$ cat src/rtl/axis_block_framer.sv
// AXI-Stream block/frame framer with 2-entry registered skid output and flush padding.
// Optional frame_count port is built only when AXIS_BLOCK_FRAMER_STATS_EN is defined.
`timescale 1ns/1ps
module axis_block_framer #(
    parameter int DATA_WIDTH  = 32,
    parameter int OUTPUT_BDIM = 16,
    parameter int OUTPUT_SDIM = 256
) (
    input  logic                  clk,
    input  logic                  reset,
    input  logic [DATA_WIDTH-1:0] s_axis_input_tdata,
    input  logic                  s_axis_input_tvalid,
    output logic                  s_axis_input_tready,
    input  logic                  flush,
    output logic [DATA_WIDTH-1:0] m_axis_output_tdata,
    output logic                  m_axis_output_tvalid,
    input  logic                  m_axis_output_tready,
    output logic                  m_axis_output_tlast,
`ifdef AXIS_BLOCK_FRAMER_STATS_EN
    output logic [31:0]           frame_count,
`endif
    output logic                  m_axis_output_tuser
);

    localparam int BLOCKS = OUTPUT_SDIM / OUTPUT_BDIM;
    localparam int BW = (OUTPUT_BDIM > 1) ? $clog2(OUTPUT_BDIM) : 1;
    localparam int KW = (BLOCKS > 1) ? $clog2(BLOCKS) : 1;
    localparam logic [BW-1:0] BEAT_MAX = BW'(OUTPUT_BDIM - 1);
    localparam logic [KW-1:0] BLK_MAX = KW'(BLOCKS - 1);

    if (OUTPUT_BDIM < 1 || OUTPUT_BDIM > 65535 ||
        OUTPUT_SDIM < OUTPUT_BDIM || (OUTPUT_SDIM % OUTPUT_BDIM) != 0) begin : g_bad_dims
        $error("axis_block_framer: illegal OUTPUT_BDIM/OUTPUT_SDIM");
    end

    typedef enum logic [1:0] {IDLE, FILL, PAD} state_t;

    state_t                state_q, state_d;
    logic [BW-1:0]         beat_q, beat_d;
    logic [KW-1:0]         blk_q, blk_d;
    logic                  rdy_q, rdy_d;
    // Entry 0 drives the output port; entry 1 is the skid slot.
    logic                  ov_q, ov_d, ol_q, ol_d, ou_q, ou_d;
    logic [DATA_WIDTH-1:0] od_q, od_d;
    logic                  sv_q, sv_d, sl_q, sl_d, su_q, su_d;
    logic [DATA_WIDTH-1:0] sd_q, sd_d;

    logic                  accept, pad_push, push, pop, in_last, in_user;
    logic [DATA_WIDTH-1:0] in_data;

    assign accept   = s_axis_input_tvalid & rdy_q;
    assign pad_push = (state_q == PAD) & ~sv_q;
    assign push     = accept | pad_push;
    assign pop      = ov_q & m_axis_output_tready;
    assign in_data  = accept ? s_axis_input_tdata : '0;
    assign in_last  = (beat_q == BEAT_MAX);
    assign in_user  = in_last & (blk_q == BLK_MAX);

    always_comb begin
        state_d = state_q;
        beat_d  = beat_q;
        blk_d   = blk_q;
        ov_d    = ov_q;
        od_d    = od_q;
        ol_d    = ol_q;
        ou_d    = ou_q;
        sv_d    = sv_q;
        sd_d    = sd_q;
        sl_d    = sl_q;
        su_d    = su_q;

        if (!ov_q || pop) begin
            if (sv_q) begin
                ov_d = 1'b1;
                od_d = sd_q;
                ol_d = sl_q;
                ou_d = su_q;
                sv_d = push;
                if (push) begin
                    sd_d = in_data;
                    sl_d = in_last;
                    su_d = in_user;
                end
            end else begin
                ov_d = push;
                if (push) begin
                    od_d = in_data;
                    ol_d = in_last;
                    ou_d = in_user;
                end
            end
        end else if (push) begin
            sv_d = 1'b1;
            sd_d = in_data;
            sl_d = in_last;
            su_d = in_user;
        end

        if (push) begin
            if (in_last) begin
                beat_d = '0;
                blk_d  = (blk_q == BLK_MAX) ? '0 : blk_q + KW'(1);
            end else begin
                beat_d = beat_q + BW'(1);
            end
        end

        unique case (state_q)
            IDLE: if (accept && !in_last) state_d = FILL;
            FILL: begin
                if (accept && in_last) state_d = IDLE;
                else if (flush) state_d = PAD;
            end
            PAD:  if (pad_push && in_last) state_d = IDLE;
            default: state_d = IDLE;
        endcase

        rdy_d = (state_d != PAD) && !(ov_d && sv_d);
    end

    always_ff @(posedge clk) begin
        if (reset) begin
            state_q <= IDLE;
            beat_q  <= '0;
            blk_q   <= '0;
            rdy_q   <= 1'b0;
            ov_q    <= 1'b0;
            od_q    <= '0;
            ol_q    <= 1'b0;
            ou_q    <= 1'b0;
            sv_q    <= 1'b0;
            sd_q    <= '0;
            sl_q    <= 1'b0;
            su_q    <= 1'b0;
        end else begin
            state_q <= state_d;
            beat_q  <= beat_d;
            blk_q   <= blk_d;
            rdy_q   <= rdy_d;
            ov_q    <= ov_d;
            od_q    <= od_d;
            ol_q    <= ol_d;
            ou_q    <= ou_d;
            sv_q    <= sv_d;
            sd_q    <= sd_d;
            sl_q    <= sl_d;
            su_q    <= su_d;
        end
    end

`ifdef AXIS_BLOCK_FRAMER_STATS_EN
    always_ff @(posedge clk) begin
        if (reset) begin
            frame_count <= 32'd0;
        end else if (pop && ou_q) begin
            frame_count <= frame_count + 32'd1;
        end
    end
`endif

    assign s_axis_input_tready  = rdy_q;
    assign m_axis_output_tdata  = od_q;
    assign m_axis_output_tvalid = ov_q;
    assign m_axis_output_tlast  = ol_q;
    assign m_axis_output_tuser  = ou_q;

endmodule

$ cat config.mk
export PLATFORM = sky130hd
export DESIGN_NAME = axis_block_framer
export DESIGN_NICKNAME = d
export VERILOG_FILES = /design/src/rtl/axis_block_framer.sv
export SDC_FILE = /design/constraint.sdc
export NUM_CORES = 1
export LEC_CHECK = 0
export ABC_AREA = 1
export CAP_MARGIN = 40
export CORE_MARGIN = 2
export CORE_UTILIZATION = 38
export DETAILED_ROUTE_END_ITERATION = 12
export PLACE_DENSITY = 0.64
export SYNTH_ARGS = -nofsm -noshare
export SYNTH_HDL_FRONTEND = slang
export SYNTH_SLANG_ARGS = --single-unit
$ cat constraint.sdc
create_clock -name clk -period 4.2 [get_ports clk]
set_clock_uncertainty 0.2 [all_clocks]
set_input_delay 0.84 -clock clk [delete_from_list [all_inputs] [get_ports clk]]
set_output_delay 0.84 -clock clk [all_outputs]
set_load 0.03 [all_outputs]
==> results of run 1 <==
[state kept, by name, indices dropped and copies added, names as in the netlist]
register / cells
m_axis_output_tdata: 32
sd_q: 32
beat_q: 4
blk_q: 4
state_q: 2
m_axis_output_tlast: 1
m_axis_output_tuser: 1
m_axis_output_tvalid: 1
s_axis_input_tready: 1
sl_q: 1
su_q: 1
sv_q: 1
[cell usage after synthesis]
master                     instances  share of area [%]
sky130_fd_sc_hd__a21oi_1          51                7.0
sky130_fd_sc_hd__buf_1             1               0.10
sky130_fd_sc_hd__buf_2             9                1.2
sky130_fd_sc_hd__buf_4             7                1.4
sky130_fd_sc_hd__buf_6             4                1.2
sky130_fd_sc_hd__clkbuf_1          9               0.93
sky130_fd_sc_hd__clkinv_1          2               0.21
sky130_fd_sc_hd__dfxtp_1          81                 45
sky130_fd_sc_hd__ha_1              2               0.69
sky130_fd_sc_hd__inv_1            33                3.4
sky130_fd_sc_hd__inv_2             2               0.21
sky130_fd_sc_hd__inv_4             1               0.17
sky130_fd_sc_hd__inv_6             1               0.24
sky130_fd_sc_hd__nand2_1         178                 18
sky130_fd_sc_hd__nand2_2           1               0.17
sky130_fd_sc_hd__nand2_4           4                1.2
sky130_fd_sc_hd__nand3_1           8                1.1
sky130_fd_sc_hd__nand3_2           2               0.55
sky130_fd_sc_hd__nand3b_1          1               0.21
sky130_fd_sc_hd__nand4_1           3               0.52
sky130_fd_sc_hd__nor2_1          104                 11
sky130_fd_sc_hd__o211ai_1          2               0.41
sky130_fd_sc_hd__o21ai_0          37                5.1
sky130_fd_sc_hd__xor2_1            1               0.24
[routing by layer]
metal | wire length [um] | vias up | share of wire (%)
met5 | 0 | - | 0
met4 | 112 | 0 | 1.3
met3 | 413 | 9 | 4.8
met2 | 3950 | 81 | 46
met1 | 4130 | 1530 | 48
li1 | - | 1797 | -
[area by class of cell]
cell class	instances	area, um^2
flip-flops and latches	81	1620
clock inverters	6	67.6
multi-input cells	394	1690
clock buffers	10	138
inverters	39	154
well taps	129	161
fillers	980	4730
repair buffers	73	723
[metrics by stage]
step                utilization (%)  area, um^2  setup WS (ns)
floorplan                         -        3640           2.35
global placement               46.8        4350           1.22
detailed placement             46.8        4350           1.15
CTS                            49.0        4550           1.52
global route                   49.0        4550           1.34
finish                         49.0        4550           1.55
[cell families after synthesis]
group,share of synthesized area [%]
adders and majority gates,0.687
DFF,44.5
and+or+nand+nor,32.9
AOI/OAI and AO/OA,12.5
buffers and inverters,9.18
xor gates and xnor gates,0.241
[worst max-delay path, delay by kind of cell]
family | cells | cell delay [ns]
AO/OA/AOI/OAI | 1 | 0.13
buffers and inverters | 2 | 0.84
AND/OR/NAND/NOR | 4 | 0.89
[worst paths after layout]
| path | slack (ns) | cells past startpoint | startpoint | to |
|---|---|---|---|---|
| max | 1.55 | 7 | s_axis_input_tvalid | m_axis_output_tuser$_SDFFE_PP0P_ |
| min | 0.26 | 2 | sd_q[31]$_SDFFE_PP0P_ | sd_q[31]$_SDFFE_PP0P_ |
| max reg2reg | 1.67 | 5 | sv_q$_SDFF_PP0_ | sd_q[18]$_SDFFE_PP0P_ |
| min reg2reg | 0.26 | 2 | sd_q[31]$_SDFFE_PP0P_ | sd_q[31]$_SDFFE_PP0P_ |
[power breakdown]
| part | internal, mW | switching (mW) | leakage, nW | total, mW |
|---|---|---|---|---|
| clock | 0.292 | 0.288 | 0.0985 | 0.580 |
| combinational | 0.123 | 0.191 | 1.11 | 0.314 |
| sequential | 0.806 | 0.0229 | 0.659 | 0.829 |
| total | 1.22 | 0.502 | 1.86 | 1.72 |
==> flow_summary.yaml, run 1 <==
global_route:
  gr-usage-all-layers_pct: 17.4
  grt.overflow.total: 0
  grt.busiest_layer: "met2"
  maximum_number_of_pins_on_one_net_before_global_route_repair: 53
  antenna_violations_before_repair: 0
  met2_capacity_usage_during_global_routing_pct: 29.1
  via_count_of_the_first_global_routing_pass: 3241
  grt_first_pass_wirelength_um: 14400
  grt_use_met3_pct: 3.76
  grt_util_met1_pct: 21.9
critical_path:
  critPathSlowestCell: "sky130_fd_sc_hd__clkdlybuf4s50_1"
  critical_path_s_largest_stage_delay_ns: 0.47
  endpoint_kind: "register"
  cp_startpoint_kind: "input port"
  critical_path.max_fanout: 35
  critPathRequiredTime_ns: 4.27
  timing.critical_path.cells: "clkdlybuf4s50_1 -> nand2_2 -> nand3_2 -> nand2_4 -> inv_4 -> nand2_1 -> a21oi_1"
  kind_of_critical_path: "in -> reg"
  cp.arrival_ns: 2.72
yosys:
  synth-seq-area-share_pct: 44.5
  postSynthNetCount: 583
  synth_cells: 544
  warning_count_from_the_yosys_run: 0
  synth_seq_cells: 81
  synth_cell_type_count: 24
  post_synth_instance_area_mm2: 0.00364
  post_synth.cell_area_avg_um2: 6.69
drt:
  post-route-drc-count: 0
  ant_nets: 0
  postRouteWirelength_um: 8600
  post_drt_wl_per_cell_um: 11.7
  post_drt_via_cell_ratio: 4.67
  drt_first_pass_iters: 4
  num_vias: 3417
  drt-initial-drc-count: 235
sta:
  fin_crit_sh_pct: 63.1
  final_max_slew_viol_count: 0
  grt_setup_unrepaired: "false"
  holdWs_ns: 0.264
  finalHoldViolations: 0
  clock.fmax_mhz: 377
  timing_worst_slew_pin_value_ns: 0.921
  setup_viol_count_final: 0
  fin_setup_tns_ns: 0
  worst_slew_margin_rel_pct: 38.6
  finalCriticalPeriod_ns: 2.65
floorplan:
  dieHeight_um: 102
  fp.dieW_um: 102
  initial_utilization_pct: 39.2
  die_area_mm2: 0.0104
  core.rowCount: 35
  ios: 73
  floorplan.core_area_mm2: 0.00928
status:
  status: "finished clean"
finish:
  post_route_cells_drive_above_1_share_pct: 4.98
  final_cell_mix: "sky130_fd_sc_hd__nand2_1 (178), sky130_fd_sc_hd__nor2_1 (104), sky130_fd_sc_hd__dfxtp_1 (80), sky130_fd_sc_hd__clkdlybuf4s50_1 (71), sky130_fd_sc_hd__a21oi_1 (51)"
  layout-area-overhead-vs-synth_pct: 25.0
  stdcell_count: 732
  final_net_count: 637
  insertedDiodeCount: 0
  leading_cell_type_in_the_layout_fill_and_taps_excluded: "sky130_fd_sc_hd__nand2_1"
pwr:
  static-leakage-power_nw: 1.86
  power_density_mw_per_mm2: 379
  total_chip_power_mw: 1.72
  vdd_drop_max_mv: 0.147
placed_design:
  portBuffers: 72
  globalplace.congestion: 0.784
  place_hpwl_um: 5450
  dpl.cell_count: 716
clock_network:
  clock_tree.root_cell: "sky130_fd_sc_hd__clkbuf_8"
  cts_tree: "done"
  clock_latency_on_the_worst_skew_pair_ns: 0.35
  tritoncts.num_buffers: 9
  cts_max_path_buffers: 2
  cts_hold_buffers: 0
  h-tree-depth: 3
  cts.sinks: 81
  post_cts.repair.setup_buffers: 0
  cts.repair.resized: 0
  clkSlewWorstSetupHoldPaths_ns: 0.08
flow_run:
  drv_cap: 0
min_path:
  timing.hold.worst.class: "reg -> reg"
No activity file was read; power rests on OpenSTA's default activity.
==> run 2: changes to the inputs <==
==> constraint.sdc (replaced) <==
create_clock -name clk -period 2.65 [get_ports clk]
set_clock_uncertainty 0.2 [all_clocks]
set_input_delay 0.53 -clock clk [delete_from_list [all_inputs] [get_ports clk]]
set_output_delay 0.53 -clock clk [all_outputs]
set_load 0.03 [all_outputs]
==> flow_summary.yaml, run 2 (synthesis gave the netlist of run 1 again) <==
status:
  status: "finished clean"
global_route:
  antenna_violations_before_repair: 0
  via_count_of_the_first_global_routing_pass: 3154
  maximum_number_of_pins_on_one_net_before_global_route_repair: 52
  grt.overflow.total: 0
  gr-usage-all-layers_pct: 17.0
  grt_first_pass_wirelength_um: 14200
clock_network:
  cts_hold_buffers: 0
  cts_tree: "done"
  cts_max_path_buffers: 2
  clock_tree.root_cell: "sky130_fd_sc_hd__clkbuf_8"
  tritoncts.num_buffers: 9
  clock_latency_on_the_worst_skew_pair_ns: 0.35
  clkSlewWorstSetupHoldPaths_ns: 0.09
  post_cts.repair.setup_buffers: 0
  h-tree-depth: 3
  cts.sinks: 81
  cts.repair.resized: 0
pwr:
  static-leakage-power_nw: 1.88
  power_density_mw_per_mm2: 583
  vdd_drop_max_mv: 0.254
  switching_power_mw: 0.825
  combinationalPowerShare_pct: 19.0
  total_chip_power_mw: 2.66
  p_seq_share_pct: 49.2
  clockPowerShare_pct: 31.8
  swShare_pct: 31.0
  p_int_mw: 1.84
drt:
  ant_nets: 0
  post_drt_via_cell_ratio: 4.54
  drt_first_pass_iters: 4
  post-route-drc-count: 0
  num_vias: 3346
  drt-initial-drc-count: 136
  postRouteWirelength_um: 8270
  post_drt_wl_per_cell_um: 11.2
floorplan:
  fp.dieW_um: 102
  ios: 73
  floorplan.core_area_mm2: 0.00928
  dieHeight_um: 102
  die_area_mm2: 0.0104
  initial_utilization_pct: 39.2
  core.rowCount: 35
critical_path:
  critPathRequiredTime_ns: 1.92
  crit_buf_inv: 1
  critical_path.reg2reg.startpoint: "beat_q[0]$_SDFFE_PP0P_"
  endpoint_of_the_most_critical_register_to_register_path: "blk_q[3]$_SDFFE_PP0P_"
  endpoint_kind: "primary output"
  rr_worst_depth: 6
  kind_of_critical_path: "reg -> out"
  critical_path_s_largest_stage_delay_ns: 0.68
  cp_top_family: "buffers and inverters"
  cp_startpoint_kind: "register"
  r2r_setup_slack_ns: 0.84
  timing.critical_path.cells: "clkdlybuf4s50_1"
  critPathLaunch: "s_axis_input_tready$_SDFF_PP0_"
  critical_path.max_fanout: 2
  critPathSlowestCell: "sky130_fd_sc_hd__clkdlybuf4s50_1"
  cp.arrival_ns: 1.41
finish:
  final_net_count: 642
  post_route_cells_drive_above_1_share_pct: 5.76
  insertedDiodeCount: 0
  final_cell_mix: "sky130_fd_sc_hd__nand2_1 (178), sky130_fd_sc_hd__nor2_1 (104), sky130_fd_sc_hd__dfxtp_1 (80), sky130_fd_sc_hd__clkdlybuf4s50_1 (71), sky130_fd_sc_hd__a21oi_1 (51)"
  layout-area-overhead-vs-synth_pct: 25.4
  leading_cell_type_in_the_layout_fill_and_taps_excluded: "sky130_fd_sc_hd__nand2_1"
sta:
  setup_viol_count_final: 0
  grt_setup_unrepaired: "false"
  timing_worst_slew_pin_value_ns: 0.771
  finalHoldViolations: 0
  worst_slew_margin_rel_pct: 48.6
  holdWs_ns: 0.266
  fin_crit_sh_pct: 80.6
  clock.fmax_mhz: 468
  finalCriticalPeriod_ns: 2.14
  final_max_slew_viol_count: 0
  fin_setup_tns_ns: 0
min_path:
  timing.hold.worst.class: "reg -> reg"
  hold_start: "sd_q[25]$_SDFFE_PP0P_"
  worst_hold_path.endpoint: "sd_q[25]$_SDFFE_PP0P_"
  whs_path_depth: 2
placed_design:
  place_hpwl_um: 5410
  globalplace.congestion: 0.768
  portBuffers: 72
flow_run:
  drv_cap: 0
==> run 2: per-stage QoR <==
step	setup WS [ns]	util, %	cell area [um^2]	cells
5_1_grt	0.465	49.2	4570	737
3_5_place_dp	0.286	47.2	4380	721
2_1_floorplan	1.09	-	3640	544
4_1_cts	0.484	49.2	4570	737
6_report	0.513	49.2	4570	737
3_3_place_gp	0.315	47.2	4380	721
==> run 2: power groups by stage <==
stage / logic, mW / registers [mW] / clock network, mW
2_1_floorplan: 0.227 / 1.43 / 0
3_3_place_gp: 0.507 / 1.34 / 0
3_5_place_dp: 0.510 / 1.34 / 0
4_1_cts: 0.510 / 1.31 / 0.880
5_1_grt: 0.558 / 1.32 / 0.926
6_report: 0.505 / 1.31 / 0.846
==> run 2: cell type report <==
type | instances | area (um^2)
Fill cell | 970 | 4720
Multi-Input combinational cell | 394 | 1690
Sequential cell | 81 | 1620
Timing Repair Buffer | 78 | 761
Tap cell | 129 | 161
Inverter | 39 | 154
Clock buffer | 9 | 124
Clock inverter | 7 | 58.8
==> run 2: how the worst max path moves through the flow <==
stage,to,slack (ns),cells after the start
finish,s_axis_input_tready,0.51,1
global route,s_axis_input_tready,0.47,1
CTS,s_axis_input_tready,0.48,1
detailed placement,sl_q$_SDFFE_PP0P_,0.29,8
global placement,sv_q$_SDFF_PP0_,0.32,8
floorplan,m_axis_output_tdata[23]$_SDFFE_PP0P_,1.09,6
==> run 2: routing by layer <==
metal / GRT usage (%) / routed length, um / up-vias / part of all wire [%]
met3: 3.08 / 325 / 7 / 3.9
met1: 21.6 / 4010 / 1466 / 48
met4: 6.15 / 86 / 0 / 1.0
li1: - / - / 1809 / -
met5: 0 / 0 / - / 0
met2: 29.1 / 3850 / 64 / 47
